## src/rtl/fpu_rr_arbiter.sv

```systemverilog
// Round-robin front end that shares one FPU between NUM_REQ requesters.
// One operation in flight; the result returns as a one-cycle pulse to its owner.
module fpu_rr_arbiter #(
    parameter int NUM_REQ = 4,
    parameter int C_OP    = 32,
    parameter int C_RM    = 3,
    parameter int C_CMD   = 4,
    parameter int ID_W    = $clog2(NUM_REQ)
) (
    input  logic                     clk,
    input  logic                     rst_n,
    input  logic [NUM_REQ-1:0]       req_valid_i,
    output logic [NUM_REQ-1:0]       req_ready_o,
    input  logic [NUM_REQ*C_OP-1:0]  req_op_a_i,
    input  logic [NUM_REQ*C_OP-1:0]  req_op_b_i,
    input  logic [NUM_REQ*C_RM-1:0]  req_rm_i,
    input  logic [NUM_REQ*C_CMD-1:0] req_cmd_i,
    output logic [NUM_REQ-1:0]       resp_valid_o,
    output logic [C_OP-1:0]          resp_result_o,
    output logic [ID_W-1:0]          resp_id_o,
    output logic [C_OP-1:0]          fpu_op_a_o,
    output logic [C_OP-1:0]          fpu_op_b_o,
    output logic [C_RM-1:0]          fpu_rm_o,
    output logic [C_CMD-1:0]         fpu_cmd_o,
    output logic                     fpu_enable_o,
    input  logic                     fpu_valid_i,
    input  logic [C_OP-1:0]          fpu_result_i,
    output logic                     busy_o
);

    typedef enum logic {
        IDLE = 1'b0,
        BUSY = 1'b1
    } state_e;

    state_e               state_q, state_d;
    logic [ID_W-1:0]      rr_ptr_q, rr_ptr_d;
    logic [ID_W-1:0]      id_q, id_d;
    logic [C_OP-1:0]      op_a_q, op_a_d;
    logic [C_OP-1:0]      op_b_q, op_b_d;
    logic [C_RM-1:0]      rm_q, rm_d;
    logic [C_CMD-1:0]     cmd_q, cmd_d;
    logic [C_OP-1:0]      result_q, result_d;
    logic [ID_W-1:0]      resp_id_q, resp_id_d;
    logic [NUM_REQ-1:0]   resp_valid_q, resp_valid_d;
    logic [NUM_REQ-1:0]   ready_comb;

    logic                 grant_valid;
    logic [ID_W-1:0]      grant_id;
    logic [ID_W-1:0]      scan_id;

    // Scan from the highest offset down so the requester closest to rr_ptr wins.
    always_comb begin
        grant_valid = 1'b0;
        grant_id    = '0;
        scan_id     = '0;
        for (int k = NUM_REQ - 1; k >= 0; k--) begin
            scan_id = ID_W'((int'(rr_ptr_q) + k) % NUM_REQ);
            if (req_valid_i[scan_id]) begin
                grant_valid = 1'b1;
                grant_id    = scan_id;
            end
        end
    end

    always_comb begin
        // NOTE: every variable gets a default before the case so no latch is inferred.
        state_d      = state_q;
        rr_ptr_d     = rr_ptr_q;
        id_d         = id_q;
        op_a_d       = op_a_q;
        op_b_d       = op_b_q;
        rm_d         = rm_q;
        cmd_d        = cmd_q;
        result_d     = result_q;
        resp_id_d    = resp_id_q;
        resp_valid_d = '0;
        ready_comb   = '0;

        unique case (state_q)
            IDLE: begin
                if (grant_valid) begin
                    ready_comb[grant_id] = 1'b1;
                    id_d    = grant_id;
                    op_a_d  = req_op_a_i[int'(grant_id)*C_OP +: C_OP];
                    op_b_d  = req_op_b_i[int'(grant_id)*C_OP +: C_OP];
                    rm_d    = req_rm_i[int'(grant_id)*C_RM +: C_RM];
                    cmd_d   = req_cmd_i[int'(grant_id)*C_CMD +: C_CMD];
                    state_d = BUSY;
                end
            end
            BUSY: begin
                if (fpu_valid_i) begin
                    result_d           = fpu_result_i;
                    resp_id_d          = id_q;
                    resp_valid_d[id_q] = 1'b1;
                    rr_ptr_d           = (id_q == ID_W'(NUM_REQ - 1)) ? '0 : id_q + 1'b1;
                    state_d            = IDLE;
                end
            end
            default: state_d = IDLE;
        endcase
    end

    // NOTE: state registers use non-blocking assignments so every flop samples pre-edge values.
    always_ff @(posedge clk or negedge rst_n) begin
        if (!rst_n) begin
            state_q      <= IDLE;
            rr_ptr_q     <= '0;
            id_q         <= '0;
            op_a_q       <= '0;
            op_b_q       <= '0;
            rm_q         <= '0;
            cmd_q        <= '0;
            result_q     <= '0;
            resp_id_q    <= '0;
            resp_valid_q <= '0;
        end else begin
            state_q      <= state_d;
            rr_ptr_q     <= rr_ptr_d;
            id_q         <= id_d;
            op_a_q       <= op_a_d;
            op_b_q       <= op_b_d;
            rm_q         <= rm_d;
            cmd_q        <= cmd_d;
            result_q     <= result_d;
            resp_id_q    <= resp_id_d;
            resp_valid_q <= resp_valid_d;
        end
    end

    // The grant strobe is combinational from req_valid_i, so it must be masked while reset is held.
    assign req_ready_o   = rst_n ? ready_comb : '0;
    assign resp_valid_o  = resp_valid_q;
    assign resp_result_o = result_q;
    assign resp_id_o     = resp_id_q;
    assign fpu_op_a_o    = op_a_q;
    assign fpu_op_b_o    = op_b_q;
    assign fpu_rm_o      = rm_q;
    assign fpu_cmd_o     = cmd_q;
    assign fpu_enable_o  = (state_q == BUSY);
    assign busy_o        = (state_q == BUSY);

endmodule
```

## config.mk

```make
export PLATFORM = sky130hd
export DESIGN_NAME = fpu_rr_arbiter
export DESIGN_NICKNAME = d
export VERILOG_FILES = /design/src/rtl/fpu_rr_arbiter.sv
export SDC_FILE = /design/constraint.sdc
export NUM_CORES = 1
export LEC_CHECK = 0
export CAP_MARGIN = 30
export CORE_AREA = 2 2 170 172
export CTS_CLUSTER_DIAMETER = 100
export DETAILED_ROUTE_END_ITERATION = 7
export DIE_AREA = 0 0 172 174
export HOLD_SLACK_MARGIN = 0.1
export SYNTH_ARGS = -nofsm -noshare
export SYNTH_HDL_FRONTEND = slang
export SYNTH_SLANG_ARGS = --single-unit
```

## constraint.sdc

```tcl
create_clock -name clk -period 1.8 [get_ports clk]
set_input_delay 0.36 -clock clk [delete_from_list [all_inputs] [get_ports clk]]
set_output_delay 0.36 -clock clk [all_outputs]
set_load 0.02 [all_outputs]
```

# After elaboration in Yosys (flattened, before gate mapping)
# Index checks and enable logic that the tools add are counted.
# W data, S select, Z words.
# op_classes
n_addsub	4
n_mul	1
magnitude_cmp	8
n_eq_ne	1
shift	4
n_mux	29
bitwise	1
reduce_logical	4
# op_table
operator	count
$shiftx A128 B8 Y32	2
$mux W4	5
$lt A2 B3 Y1 const B	6
$shiftx A16 B5 Y4	1
$mux W1	12
$shiftx A12 B5 Y3	1
$mux W2	5
$bmux W1 S2	4
$add A2 B1 Y2 const B	2
$add A2 B2 Y2 const B	2
$demux W1 S2	2
$ge A2 B1 Y1 const B	2
$mul A2 B2 Y4 const B	1
$reduce_and A2 Y1	2
$eq A2 B2 Y1 const B	1
$logic_and A1 B1 Y1	2
$pmux W1 S2	1
$not A1 Y1	1
# totals
ff_bits	114
input_bits	323
out_inout_bits	115
elab_cells	62

# Logic depth before layout (Yosys ltp)
# Gate-level depths: netlist of the first run.
# depth
ltp_word	14
ltp_mapped	7

# Worst setup path after synthesis of the first run
# OpenSTA, ideal clock, no wires.
# synth_path
path_kind	flip-flop to output port
from	register rr_ptr_q[1]
to	output req_ready_o[0]
arrival_time_ns	1.708
required_ns	1.440
path_slack_ns	-0.268
stages_incl_launch_ff	8
n_path_buf	3
cell_sequence	dfrtp_1 > or3b_1 > o221ai_1 > buf_6 > buf_12 > buf_12 > nand3_1 > nor2_1
# synth_between
elab_chain_len	14
word_cells_on_any_way	27
cone_classes	3 x add/sub; 2 x order compare; 21 x mux; 1 x reduce/logical
# synth_rtl
item	line_no	rtl
start: declaration	37	logic [ID_W-1:0] rr_ptr_q, rr_ptr_d;
start signal: assignment	120	rr_ptr_q <= rr_ptr_d;
$add A2 B2 Y2	58	scan_id = ID_W'((int'(rr_ptr_q) + k) % NUM_REQ);
$bmux W1 S2	59	if (req_valid_i[scan_id]) begin
$mux W1 (not written as such)	59	
$mux W2 (4 in a row)	59	
$lt A2 B3 Y1 (not written as such) or $ge A2 B1 Y1 (tied branches)	83	ready_comb[grant_id] = 1'b1;
$logic_and A1 B1 Y1 (not written as such)	83	
$mux W1 (not written as such)	83	
$demux W1 S2	83	
$mux W4 *	82	if (grant_valid) begin
$mux W4 *	80	unique case (state_q)
$mux W4 *	133	assign req_ready_o = rst_n ? ready_comb : '0;
end: declaration	13	output logic [NUM_REQ-1:0] req_ready_o,
# Every way passes the cells marked *; elsewhere a longest branch is shown, timed or not. The select of a mux whose other input is x is not followed.

# Worst setup path in the final report of the first run
# layout_path
from	register rr_ptr_q[1]
to	output req_ready_o[2]
# The elaborated chain is that of the path after synthesis.

==> results of run 1 <==
## cell usage after synthesis, drive strengths merged
cell / count / area (um^2)
nand2: 149 / 559
dfrtp: 114 / 2850
nor2: 77 / 292
mux2i: 73 / 731
a21boi: 72 / 541
a31oi: 71 / 444
buf: 34 / 287
mux2: 33 / 372
clkbuf: 18 / 93.8
and3: 4 / 25.0
ha: 4 / 50.1
inv: 3 / 11.3
o21ai: 3 / 15.0
nand3: 2 / 10.0
nor2b: 2 / 12.5
a21o: 1 / 7.51
a21oi: 1 / 8.76
a221o: 1 / 10.0
and2: 1 / 6.26
nor4: 1 / 12.5
o21bai: 1 / 7.51
o221a: 1 / 11.3
o221ai: 1 / 8.76
o31ai: 1 / 7.51
or2: 1 / 6.26
or3b: 1 / 8.76
## registers in the layout, indices dropped and copies added (netlist names)
register       cells
rr_ptr_q           2
resp_valid_o       4
resp_id_o          2
resp_result_o     32
fpu_rm_o           3
busy_o             1
fpu_op_a_o        32
fpu_cmd_o          4
fpu_op_b_o        32
id_q               2
## stage by stage
step	cell area [um^2]	setup TNS, ns	hold slack [ns]	worst slack, ns
floorplan	6430	-0.353	0.0644	-0.109
global placement	11200	-53.74	0.466	-0.930
detailed placement	11200	-55.79	0.473	-0.947
CTS	12600	-18.57	0.155	-0.355
global route	12800	-25.81	0.212	-0.481
finish	12800	-17.09	0.146	-0.385
## worst max-delay path, stage by stage, from the launching register on
cell and delay [ns]:
dfrtp_2 0.45, mux2i_2 0.17, buf_4 0.16, o221ai_4 0.24, nand3_4 0.13, nor2_4 0.12
buf_6 0.13
## logic make-up after synthesis
kind of cell / Yosys count / share of synthesized area, %
AO/OA/AOI/OAI: 153 / 16.6
flip-flops: 114 / 44.6
adder cells (fa/ha/maj): 4 / 0.783
buffers and inverters: 55 / 6.13
AND/OR/NAND/NOR: 238 / 14.6
multiplexers: 106 / 17.3
## how the worst min path moves through the flow
stage	startpoint	endpoint	slack, ns	depth (start not counted)
6_report	rst_n	resp_id_o[1]	0.15	2
3_3_place_gp	resp_id_o[0]	resp_id_o[0]	0.47	2
3_5_place_dp	resp_id_o[1]	resp_id_o[1]	0.47	2
4_1_cts	rst_n	resp_id_o[1]	0.16	2
2_1_floorplan	rst_n	busy_o	0.06	0
5_1_grt	rst_n	resp_id_o[1]	0.21	2
## power groups by stage
stage | registers, mW | logic [mW] | clock network (mW)
floorplan | 5.10 | 3.03 | 0
global placement | 4.02 | 7.45 | 0
detailed placement | 4.04 | 7.48 | 0
CTS | 4.02 | 8.96 | 3.81
global route | 4.12 | 9.43 | 3.94
finish | 4.01 | 8.83 | 3.69
## routing by layer
layer | part of all wire, % | up-vias | wire length [um] | track usage, %
met2 | 50 | 320 | 15000 | 35.2
met1 | 39 | 3293 | 11600 | 22.2
met4 | 2.5 | 0 | 749 | 6.90
li1 | - | 3264 | - | -
met3 | 7.9 | 39 | 2360 | 5.33
met5 | 0 | - | 0 | 0
## area by class of cell
| type | instances | area, um^2 |
|---|---|---|
| Tap cell | 384 | 480 |
| Clock buffer | 17 | 425 |
| Antenna cell | 2 | 5.00 |
| Timing Repair Buffer | 489 | 5440 |
| Sequential cell | 114 | 2860 |
| Inverter | 3 | 11.3 |
| Multi-Input combinational cell | 501 | 3350 |
| Clock inverter | 15 | 195 |
| Fill cell | 2732 | 15500 |
## repair_timing
action | 4_1_cts | 5_1_grt
gates cloned | 17 | 0
pin swaps | 5 | 4
hold endpoints to repair | 0 | 0
endpoints found under the setup margin | 88 | 107
buffers inserted | 9 | 1
resized for setup | 90 | 39
==> flow_metrics.tcl, run 1 <==
set metrics [dict create \
    crit_start "rr_ptr_q[1]" \
    die_w_um 172 \
    core_area_um2 28200 \
    routed_wl_mm 29.7 \
    viasPerCell 4.54 \
    start_util_pct 22.6 \
    pwr-share-clk_pct 22.3 \
    crit_required_ns 1.44 \
    synth.distinct_cells 32 \
    reg2reg_depth 9 \
    hold_viol_final 0 \
    syn_avg_cell_area_um2 9.54 \
    slew_viol_final 0 \
    area_growth_pct 99.6 \
    p_switching_mw 6.16 \
    swShare_pct 37.3 \
    arrival_ns 1.83 \
    skew_ns 0.00940 \
    drtAntennaViolNets 0 \
    hold_path.class "input pin to asynchronous set/reset pin" \
    path_class "flop to output pin" \
    ir_worst_vdd_mv 0.528 \
    leakagePower_nw 5.56 \
    hpwl_mm 19.4 \
    drv_cap 0 \
    violations "negative setup slack" \
    power_frac_comb_pct 53.4 \
    nets 1453 \
    setup.worst_path.end_class "output pin" \
    clk_pin_slew_worst_paths_ns 0.07 \
    worstSkewPairLatency_ns 0.42 \
    seq_area_frac_synth_pct 44.6 \
    layout_commonest_cell "clkdlybuf4s50_1" \
    r2r_start "rr_ptr_q[1]" \
    floorplan.die.height_um 174 \
    worst_slack_ns -0.385 \
    synth_nets 997 \
    finalSetupViolCount 77 \
    pwr-share-seq_pct 24.2 \
    drc 0 \
    drive_gt1_share_pct 13.7 \
    grt_util_all_layers_pct 19.7 \
    cts.sinks 114 \
    timing.reg2reg.setup_slack_ns -0.34 \
    endpoint "req_ready_o[2]" \
    firstDrtPassIters 4 \
    cts_root_buf "clkbuf_16" \
    power.density_nw_per_um2 1300 \
    initialDrtViolationCount 230 \
    grt_pass1_vias 7347 \
    h-tree-depth 4 \
    overflow 0 \
    dieArea_um2 29900 \
    slew_headroom_pct 43.6 \
    period_needed_ns 2.19 \
    fmax_ghz 0.458 \
    fin_crit_sh_pct 121 \
    internal-power_mw 10.4 \
    hold_buffers 0 \
    p_total_mw 16.5 \
    most-common-layout-cells "clkdlybuf4s50_1, nand2_1, dfrtp_1, nor2_1, a31oi_1" \
    cp-start-kind "flop" \
    grt_pass1_wl_mm 43.6 \
    final_cells 1525 \
    synth_seq_cells 114 \
    cts_tree "built" \
    routabilityCongestion 0.769 \
    placedCellCount 1465 \
    wire_per_inst_um 19.5 \
    ys_warn_count 0 \
    worst_pin_slew_ns 0.846 \
    status "finished with violations" \
    via_count 6916 \
    rsz0062_at_grt "true" \
    io_buffers 437 \
    clock_path_buffers 2 \
    utilization_pct 45.2 \
    netlist_instances 670 \
    netlist_area_um2 6390 \
    io_pins 438 \
    worstPathMaxFanout 6 \
    r2r-end "fpu_op_b_o[27]" \
    rows 62 \
    grt_max_degree 62 \
    grt_antenna_before_repair 2 \
    cts_buffers 17 \
]
Note: power is estimated with default switching activity, not from simulation.
==> run 2: changes to the inputs <==
--- a/config.mk
+++ b/config.mk
@@ -10,6 +10,8 @@
 export CTS_CLUSTER_DIAMETER = 100
 export DETAILED_ROUTE_END_ITERATION = 7
 export DIE_AREA = 0 0 172 174
+export GPL_ROUTABILITY_DRIVEN = 0
+export GPL_TIMING_DRIVEN = 1
 export HOLD_SLACK_MARGIN = 0.1
 export SYNTH_ARGS = -nofsm -noshare
 export SYNTH_HDL_FRONTEND = slang
==> results of run 2 <==
The final DEF is identical to that of run 1; final timing and power are the same.
==> RTL edit (settings of run 1) <==
Take the reset off `result_q` and load it in a clocked block of its own.
--- a/src/rtl/fpu_rr_arbiter.sv
+++ b/src/rtl/fpu_rr_arbiter.sv
@@ -112,7 +112,6 @@
             op_b_q       <= '0;
             rm_q         <= '0;
             cmd_q        <= '0;
-            result_q     <= '0;
             resp_id_q    <= '0;
             resp_valid_q <= '0;
         end else begin
@@ -123,10 +122,13 @@
             op_b_q       <= op_b_d;
             rm_q         <= rm_d;
             cmd_q        <= cmd_d;
-            result_q     <= result_d;
             resp_id_q    <= resp_id_d;
             resp_valid_q <= resp_valid_d;
         end
+    end
+
+    always_ff @(posedge clk) begin
+        result_q <= result_d;
     end
 
     // The grant strobe is combinational from req_valid_i, so it must be masked while reset is held.
Formal check against the unedited RTL: differs if rst_n is asserted again (counterexample within 4 cycles, from zero or initial values and one cycle with rst_n low); with rst_n held inactive, the same outputs for 4 cycles.
==> RTL edit against run 1 <==
The run still ends with negative setup slack left; area after synthesis down 7.0%; clock skew down 0.0019 ns; final cell count down 10%; sequential cell count unchanged; worst setup slack worse by 0.096 ns; wire length down 11%; worst hold slack better by 0.020 ns; count of clock-buffer cells in the layout unchanged; power down 6.9%; cell area down 1.8%.
==> RTL edit: results (changes against run 1) <==
* Number of setup violations in the final report at 75 (-2.6%)
* Area contributors post-synth: dfrtp_1 35%, mux2i_1 19%, edfxtp_1 16%
* Met1 WL at 10800 µm (-6.8%)
* CP endpoint kind: flip-flop
* Pre-antenna DRT Iters at 4 (unchanged)
* Final Wtd Congestion at 0.811 (+5.5%)
* IO Port Bufs at 437 (unchanged)
* HPWL Detailed at 18000 µm (-7.2%)
* Initial antenna violation count at 0 (-2)
* Met3 Use GR at 4.96% (-0.36 points)
* Largest net degree at the start of global routing at 45 (-27%)
* FF-to-FF End: fpu_op_a_o[31]
* Synth cell count leaders: 111 x mux2i_1, 82 x dfrtp_1, 71 x o22ai_1
* Seq. pwr at 0.00392 W (-2%)
* Final WS setup at -0.481 ns (-0.0961 ns)
* Antenna fix cells at 0 (-2)
* Met3 wire length at 1890 µm (-20%)
* Outcome: complete, but fails checks
* Max VDD drop at 0.000498 V (-5.7%)
* Global-route wire length before repair at 38500 µm (-12%)
* Routed WL at 26500 µm (-11%)
* Worst Reg-to-Reg Cells at 11 (+2)
* Met2 WL post-DR at 13300 µm (-11%)
* Slowest-stage cell, CP: dfrtp_2
* CP arrival at 2.58 ns (+0.75 ns)
* Leakage power at 5.59 nW (+0.63%)
* CP Buf/Inv Count at 6 (+4)
* Vias in the first global route at 6249 (-15%)
* Worst-case clock buffer depth at 2 (unchanged)
* Top delay family on crit path: buffers and inverters
* Slew HR at 58.8% (+15 points)
* Sequential share of the synthesized area at 50.7% (+6.0 points)
* Total track usage at 17.4% (-2.3 points)
* Post-synth ARST share at 71.9% (-28 points)
* Iter 0 DRT Violations at 224 (-2.6%)
* Mapped Nets at 815 (-18%)
* Switching share of power at 35.6% (-1.7 points)
* Grt met1 use at 21.2% (-1.0 points)
* Layout cells sized above 1 at 19.3% (+5.6 points)
* Failing checks: negative setup slack
* Clock skew at 0.00748 ns (-0.00192 ns)
* Detailed-route vias per instance at 4.37 (-3.5%)
* Pre-CTS setup slack at -1.04 ns (-0.0896 ns)
* Nets at 1302 (-10%)
* Post-synth EDFFs at 32 (+32)
* Pwr per Cell Area at 1230 nW/µm² (-5.2%)
* Combinational share of power at 53.1% (-0.3 points)
* Post-synth cell types at 32 (unchanged)
* Met2 Use GR at 29.7% (-5.6 points)
## RTL edit: tightest hold or removal path, cell delays in order
cell	delay [ns]
buf_4	0.10
buf_4	0.12
buf_4	0.46
## RTL edit: area by class of cell
cell class                 count  area [µm²]
clock buffer                  17         425
sequential                   114        3010
inverter                       6        22.5
multi-input combinational    329        2980
timing repair buffer         507        5470
clock inverter                15         135
tap                          384         480
fill                        2668       15700
## RTL edit: cell families (layout without fill, tap and decap cells)
kind of cell    count (synthesis)  count (layout)  share of synthesized area (%)
compound gates                155             155                           16.6
fa+ha+maj                       4               4                          0.842
buf+inv                        45             545                           4.71
flops                         114             114                           50.7
mux                           144             144                           24.9
simple gates                   26              26                           2.19
## RTL edit: worst min path at each step
stage           startpoint              end  slack (ns)  cells after the start
2_1_floorplan        rst_n           busy_o        0.06                      0
3_3_place_gp   fpu_rm_o[0]      fpu_rm_o[0]        0.46                      1
3_5_place_dp   fpu_rm_o[2]      fpu_rm_o[2]        0.46                      1
4_1_cts              rst_n  resp_valid_o[2]        0.19                      3
5_1_grt              rst_n  resp_valid_o[2]        0.20                      3
6_report             rst_n  resp_valid_o[2]        0.17                      3
## RTL edit: what timing repair did
action | 4_1_cts | 5_1_grt
hold buffers | 0 | 0
gates cloned | 14 | 1
gates resized for setup | 72 | 83
endpoints found under the setup margin | 87 | 105
buffers inserted | 11 | 16
pin swaps | 4 | 15
## RTL edit: stage by stage
step | TNS, ns | std cells | cell area (µm²)
2_1_floorplan | -1.27 | 488 | 6000
3_3_place_gp | -63.41 | 1302 | 11000
3_5_place_dp | -64.19 | 1302 | 11000
4_1_cts | -27.69 | 1358 | 12100
5_1_grt | -32.13 | 1372 | 12500
6_report | -27.30 | 1372 | 12500
